[src/rtl/fifo_flex_pkg.sv]
// rtl/fifo_flex_pkg.sv - shared router FIFO constants and width helpers
package fifo_flex_pkg;

  localparam int FIFO_WIDTH_DFLT = 32;
  localparam int FIFO_DEPTH_DFLT = 16;
  localparam int FIFO_AE_DFLT    = 2;
  localparam int FIFO_FWFT_DFLT  = 0;

  function automatic int clog2(input int n);
    int r;
    r = 0;
    for (int v = n - 1; v > 0; v = v >> 1) r++;
    return r;
  endfunction

  // Occupancy needs one extra bit so that count == DEPTH is representable.
  function automatic int count_width(input int depth);
    return clog2(depth) + 1;
  endfunction

endpackage

[src/rtl/fifo_flex_mem.sv]
// rtl/fifo_flex_mem.sv - simple dual-port RAM, synchronous write, asynchronous read
module fifo_flex_mem #(
  parameter int WIDTH = 32,
  parameter int DEPTH = 16,
  parameter int AW    = 4
) (
  input  logic             i_clock,
  input  logic             i_we,
  input  logic [AW-1:0]    i_waddr,
  input  logic [WIDTH-1:0] i_wdata,
  input  logic [AW-1:0]    i_raddr,
  output logic [WIDTH-1:0] o_rdata
);

  logic [WIDTH-1:0] r_mem [DEPTH];

  always_ff @(posedge i_clock) begin
    if (i_we) r_mem[i_waddr] <= i_wdata;
  end

  assign o_rdata = r_mem[i_raddr];

endmodule

[src/rtl/fifo_flex.sv]
// rtl/fifo_flex.sv - parametrised synchronous FIFO with occupancy, thresholds and error pulses
module fifo_flex
  import fifo_flex_pkg::*;
#(
  parameter int WIDTH     = FIFO_WIDTH_DFLT,
  parameter int DEPTH     = FIFO_DEPTH_DFLT,
  parameter int AF_THRESH = DEPTH - 2,
  parameter int AE_THRESH = FIFO_AE_DFLT,
  parameter int FWFT      = FIFO_FWFT_DFLT
) (
  input  logic                          i_clock,
  input  logic                          i_reset,
  input  logic                          i_push,
  input  logic [WIDTH-1:0]              i_din,
  input  logic                          i_pop,
  output logic [WIDTH-1:0]              o_dout,
  output logic                          o_full,
  output logic                          o_empty,
  output logic                          o_almost_full,
  output logic                          o_almost_empty,
  output logic [count_width(DEPTH)-1:0] o_count,
  output logic                          o_overflow,
  output logic                          o_underflow
);

  localparam int AW = clog2(DEPTH);
  localparam int CW = count_width(DEPTH);
  localparam logic [CW-1:0] FULL_CNT = CW'(DEPTH);
  localparam logic [CW-1:0] AF_CNT   = CW'(AF_THRESH);
  localparam logic [CW-1:0] AE_CNT   = CW'(AE_THRESH);

  logic [AW-1:0]    r_wr_ptr;
  logic [AW-1:0]    r_rd_ptr;
  logic [CW-1:0]    r_count;
  logic             r_overflow;
  logic             r_underflow;
  logic             w_full;
  logic             w_empty;
  logic             w_push_ok;
  logic             w_pop_ok;
  logic [WIDTH-1:0] w_rd_data;

  // Flags depend on the count register alone so acceptance uses pre-edge state.
  assign w_full         = (r_count == FULL_CNT);
  assign w_empty        = (r_count == '0);
  assign w_push_ok      = i_push && !w_full;
  assign w_pop_ok       = i_pop && !w_empty;

  assign o_full         = w_full;
  assign o_empty        = w_empty;
  assign o_almost_full  = (r_count >= AF_CNT);
  assign o_almost_empty = (r_count <= AE_CNT);
  assign o_count        = r_count;
  assign o_overflow     = r_overflow;
  assign o_underflow    = r_underflow;

  fifo_flex_mem #(
    .WIDTH (WIDTH),
    .DEPTH (DEPTH),
    .AW    (AW)
  ) u_mem (
    .i_clock (i_clock),
    .i_we    (w_push_ok && !i_reset),
    .i_waddr (r_wr_ptr),
    .i_wdata (i_din),
    .i_raddr (r_rd_ptr),
    .o_rdata (w_rd_data)
  );

  always_ff @(posedge i_clock) begin
    if (i_reset) begin
      r_wr_ptr    <= '0;
      r_rd_ptr    <= '0;
      r_count     <= '0;
      r_overflow  <= 1'b0;
      r_underflow <= 1'b0;
    end else begin
      if (w_push_ok) r_wr_ptr <= r_wr_ptr + AW'(1);
      if (w_pop_ok)  r_rd_ptr <= r_rd_ptr + AW'(1);
      case ({w_push_ok, w_pop_ok})
        2'b10:   r_count <= r_count + CW'(1);
        2'b01:   r_count <= r_count - CW'(1);
        default: r_count <= r_count;
      endcase
      r_overflow  <= i_push && w_full;
      r_underflow <= i_pop && w_empty;
    end
  end

  generate
    if (FWFT != 0) begin : g_fwft
      assign o_dout = w_empty ? '0 : w_rd_data;
    end else begin : g_reg
      logic [WIDTH-1:0] r_dout;
      always_ff @(posedge i_clock) begin
        if (i_reset)       r_dout <= '0;
        else if (w_pop_ok) r_dout <= w_rd_data;
      end
      assign o_dout = r_dout;
    end
  endgenerate

endmodule

[config.mk]
export PLATFORM = sky130hd
export DESIGN_NAME = fifo_flex
export DESIGN_NICKNAME = d
export VERILOG_FILES = /design/src/rtl/fifo_flex_pkg.sv /design/src/rtl/fifo_flex_mem.sv /design/src/rtl/fifo_flex.sv
export SDC_FILE = /design/constraint.sdc
export NUM_CORES = 1
export LEC_CHECK = 0
export ABC_AREA = 1
export BUFFER_PORTS_ARGS = -buffer_cell sky130_fd_sc_hd__buf_4
export CAP_MARGIN = 20
export CORE_MARGIN = 10
export CORE_UTILIZATION = 30
export CTS_CLUSTER_DIAMETER = 80
export DETAILED_ROUTE_END_ITERATION = 7
export REMOVE_ABC_BUFFERS = 1
export SLEW_MARGIN = 20
export SYNTH_ARGS = -nofsm -noshare
export SYNTH_HDL_FRONTEND = slang
export SYNTH_SLANG_ARGS = --single-unit
export TNS_END_PERCENT = 100
[constraint.sdc]
create_clock -name i_clock -period 3.1 [get_ports i_clock]
set_input_delay 0.155 -clock i_clock [delete_from_list [all_inputs] [get_ports i_clock]]
set_output_delay 0.155 -clock i_clock [all_outputs]
set_load 0.005 [all_outputs]
==> impl_metrics.csv <==
group,metric,value,unit
power,p_int,14.18,mW
yosys,synthTopCellsByArea,"edfxtp_1, nand2_1, nand3_1",
final_layout,area.growth.synth_to_final,17.14,%
power,p_clk_frac,0.330,
job,cap_viol_max_count,0,
yosys,ys_ff_latch,559,
placed_design,place_area,0.02570,sq mm
yosys,synth_area,0.02384,sq mm
power,seqPwrFrac,0.422,
clock_network,cts_buffers,57,
critical_path,reg2reg_slack,0.70,ns
power,sw_frac_of_total,0.3182,
yosys,synth_cells,2303,
floorplan,die_area,0.09113,sq mm
yosys,synth_common_cells,"nand2_1, edfxtp_1, nand3_1",
drt,antenna_left,0,
sta,hold_ws,0.3074,ns
worst_hold_path,hold_class,"primary input to register",
yosys,ys_types,34,
yosys,synth_top_area_frac,0.6450,
critical_path,rr_endpoint,"u_mem.r_mem[0][31]",
power,ir_drop,0.5720,mV
clock_network,clock_latency,0.64,ns
global_route,grt_max_degree,131,
global_route,grt-ovfl-total,0,
yosys,async_flop_share,0,
yosys,ys.warnings.count,0,
power,combPwrFrac,0.248,
sta,hold_viol,0,
sta,slew_viol_final,0,
drt,routed_wl,59650,um
clock_network,htreeDepth,2,
critical_path,reg2reg_depth,8,
drt,first_iter_violations,1352,
global_route,grt_usage,0.1285,
final_layout,regArea,0.01633,sq mm
sta,worst_pin_slew,1.018,ns
clock_network,cts_sinks,559,
power,finalPower,20.79,mW
global_route,top_usage_layer,"met2",
drt,drcViolationCount,0,
critical_path,cp-start-kind,"register",
global_route,groute.layer.met3.usage,0.01816,
global_route,gr-usage-met1,0.1698,
final_layout,n_antenna_cell,0,
power,p_leak,11.49,nW
global_route,grt_pass1_wl,91540,um
floorplan,die_w,301.9,um
critical_path,cp-endpoint,"u_mem.r_mem[0][31]",
drt,drtPass1Iterations,5,
critical_path,critPathCaptureType,"register",
clock_network,postCtsSetupBuffers,0,
drt,via_count,15750,
critical_path,cp.arrival,2.71,ns
floorplan,die-height,301.9,um
placed_design,placedCellCount,3360,
critical_path,cp-startpoint,"o_count[0]",
yosys,synth_edf_count,512,
floorplan,top_level_ports,79,
global_route,antenna_found_initial,1,
critical_path,path_class,"register to register",
floorplan,coreArea,0.07887,sq mm
final_layout,multi_input_area,0.005689,sq mm
drt,wl_per_cell,17.03,um
global_route,grt_use_met2,0.2177,
global_route,grt_pass1_vias,15180,
outcome,status,"complete, no violations",
sta,finalSetupViolCount,0,
power,cellPowerDensity,744.7,mW/mm^2
critical_path,crit_required,3.42,ns
sta,relSlewSlack,0.3215,
clock_network,hold_buffers,34,
floorplan,start_util,0.3022,
drt,via_per_inst,4.497,
placed_design,gp_congestion,0.7499,
final_layout,final_cell_area,0.02792,sq mm
placed_design,port_buffers,78,
final_layout,layout.nets,2449,
final_layout,drive_gt1_frac,0.09869,
clock_network,cts_resized,0,
sta,rsz0062_at_grt,"no",
clock_network,cts_tree,"done",
yosys,yosysSeqAreaShare,0.6845,
clock_network,root_buffer,"clkbuf_16",
sta,fin_crit,2.397,ns
clock_network,clk_pin_slew,0.06,ns
yosys,ys.flop_type,"edfxtp_1",
power,power.switching,6.616,mW
sta,max_freq,0.4172,GHz
sta,post-route-period-util,0.7731,
yosys,syn_avg_cell_area,10.35,sq um
sta,finalClockSkew,0.03133,ns
yosys,yosys.area.top_type,"edfxtp_1",
placed_design,hpwl,32140,um
final_layout,num-fill-cells,7774,
critical_path,path_max_fanout,22,
clock_network,clock_path_buffers,3,
yosys,yosysMostFrequentCell,"nand2_1",
critical_path,reg2reg_from,"o_count[0]",
floorplan,num_rows,103,
final_layout,fin_cells,3502,
## power groups by stage
stage	registers (mW)	logic (mW)	clock network [mW]
floorplan	9.23	3.09	0
global placement	8.94	5.16	0
detailed placement	8.95	5.18	0
CTS	8.79	5.24	7.01
global route	8.81	5.84	7.33
finish	8.77	5.15	6.87
## per-stage QoR
step	worst slack (ns)	setup TNS, ns	utilization
after CTS	0.7029	0	0.3540
final	0.7033	0	0.3540
after global placement	0.7094	0	0.3258
after floorplan	-4.224	-145.89	-
after detailed placement	0.7076	0	0.3258
after global routing	0.4794	0	0.3540
## registers in the layout, indices dropped and copies added, names as in the netlist
signal	cells
o_overflow	1
r_rd_ptr	4
o_dout	32
u_mem.r_mem	512
r_wr_ptr	4
o_count	5
o_underflow	1
## cell families (layout without fill, tap and decap cells)
logic type | after synthesis | in the layout | share of synthesized area
xor+xnor | 5 | 5 | 0.001837
fa+ha+maj | 10 | 10 | 0.005564
compound gates | 20 | 20 | 0.004987
flops | 559 | 559 | 0.6845
simple gates | 1277 | 1277 | 0.2212
buf+inv | 432 | 581 | 0.08188
## layout by cell type, fill, tap and decap left out, types with 2 or more instances in the layout
| master | Yosys | routed |
|---|---|---|
| inv_1 | 308 | 306 |
| bufinv_16 | 0 | 5 |
| a21oi_1 | 9 | 9 |
| clkbuf_8 | 0 | 4 |
| o21ai_0 | 4 | 4 |
| dfxtp_1 | 47 | 43 |
| clkinv_2 | 0 | 11 |
| clkbuf_16 | 0 | 57 |
| nor2_4 | 0 | 16 |
| nor3_1 | 2 | 2 |
| inv_2 | 4 | 5 |
| a211oi_1 | 3 | 3 |
| dfxtp_4 | 0 | 3 |
| xor2_1 | 4 | 4 |
| clkinvlp_4 | 0 | 2 |
| buf_4 | 6 | 106 |
| nor3b_1 | 3 | 3 |
| nand2_1 | 826 | 826 |
| nand2_2 | 2 | 2 |
| dlygate4sd3_1 | 0 | 34 |
| nor2_1 | 84 | 68 |
| buf_12 | 1 | 19 |
| nand3_1 | 356 | 356 |
| clkbuf_1 | 20 | 9 |
| clkinv_1 | 1 | 14 |
| ha_1 | 9 | 9 |
| edfxtp_1 | 512 | 512 |
| clkinv_4 | 0 | 4 |
## cell type report
cell class	instances	area share
inverters	314	0.04262
well taps	1050	0.04705
flip-flops and latches	559	0.5848
repair buffers	159	0.05431
clock buffers	70	0.05427
clock inverters	38	0.01322
multi-input cells	1312	0.2038
## critical path, stage by stage (launching register included)
cell	delay [ns]
dfxtp_1	0.41
inv_2	0.09
nand4_1	0.14
nand2_2	0.15
or2_1	0.25
inv_2	0.08
nand2_1	0.23
nor2_4	0.46
buf_12	0.26
## routing by layer
layer	vias to the layer above	part of all wire
met4	2	0.019
li1	7688	-
met2	457	0.49
met3	81	0.059
met1	7520	0.43
met5	-	0.00020
## worst min path at each step
| stage | start | to | cells past startpoint |
|---|---|---|---|
| final | i_reset | o_overflow | 3 |
| after floorplan | i_reset | o_count[0] | 1 |
| after detailed placement | i_push | o_overflow | 3 |
| after global routing | i_push | o_overflow | 4 |
| after global placement | i_push | o_overflow | 3 |
| after CTS | i_push | o_overflow | 4 |
Power figures use the tool's default switching activity.
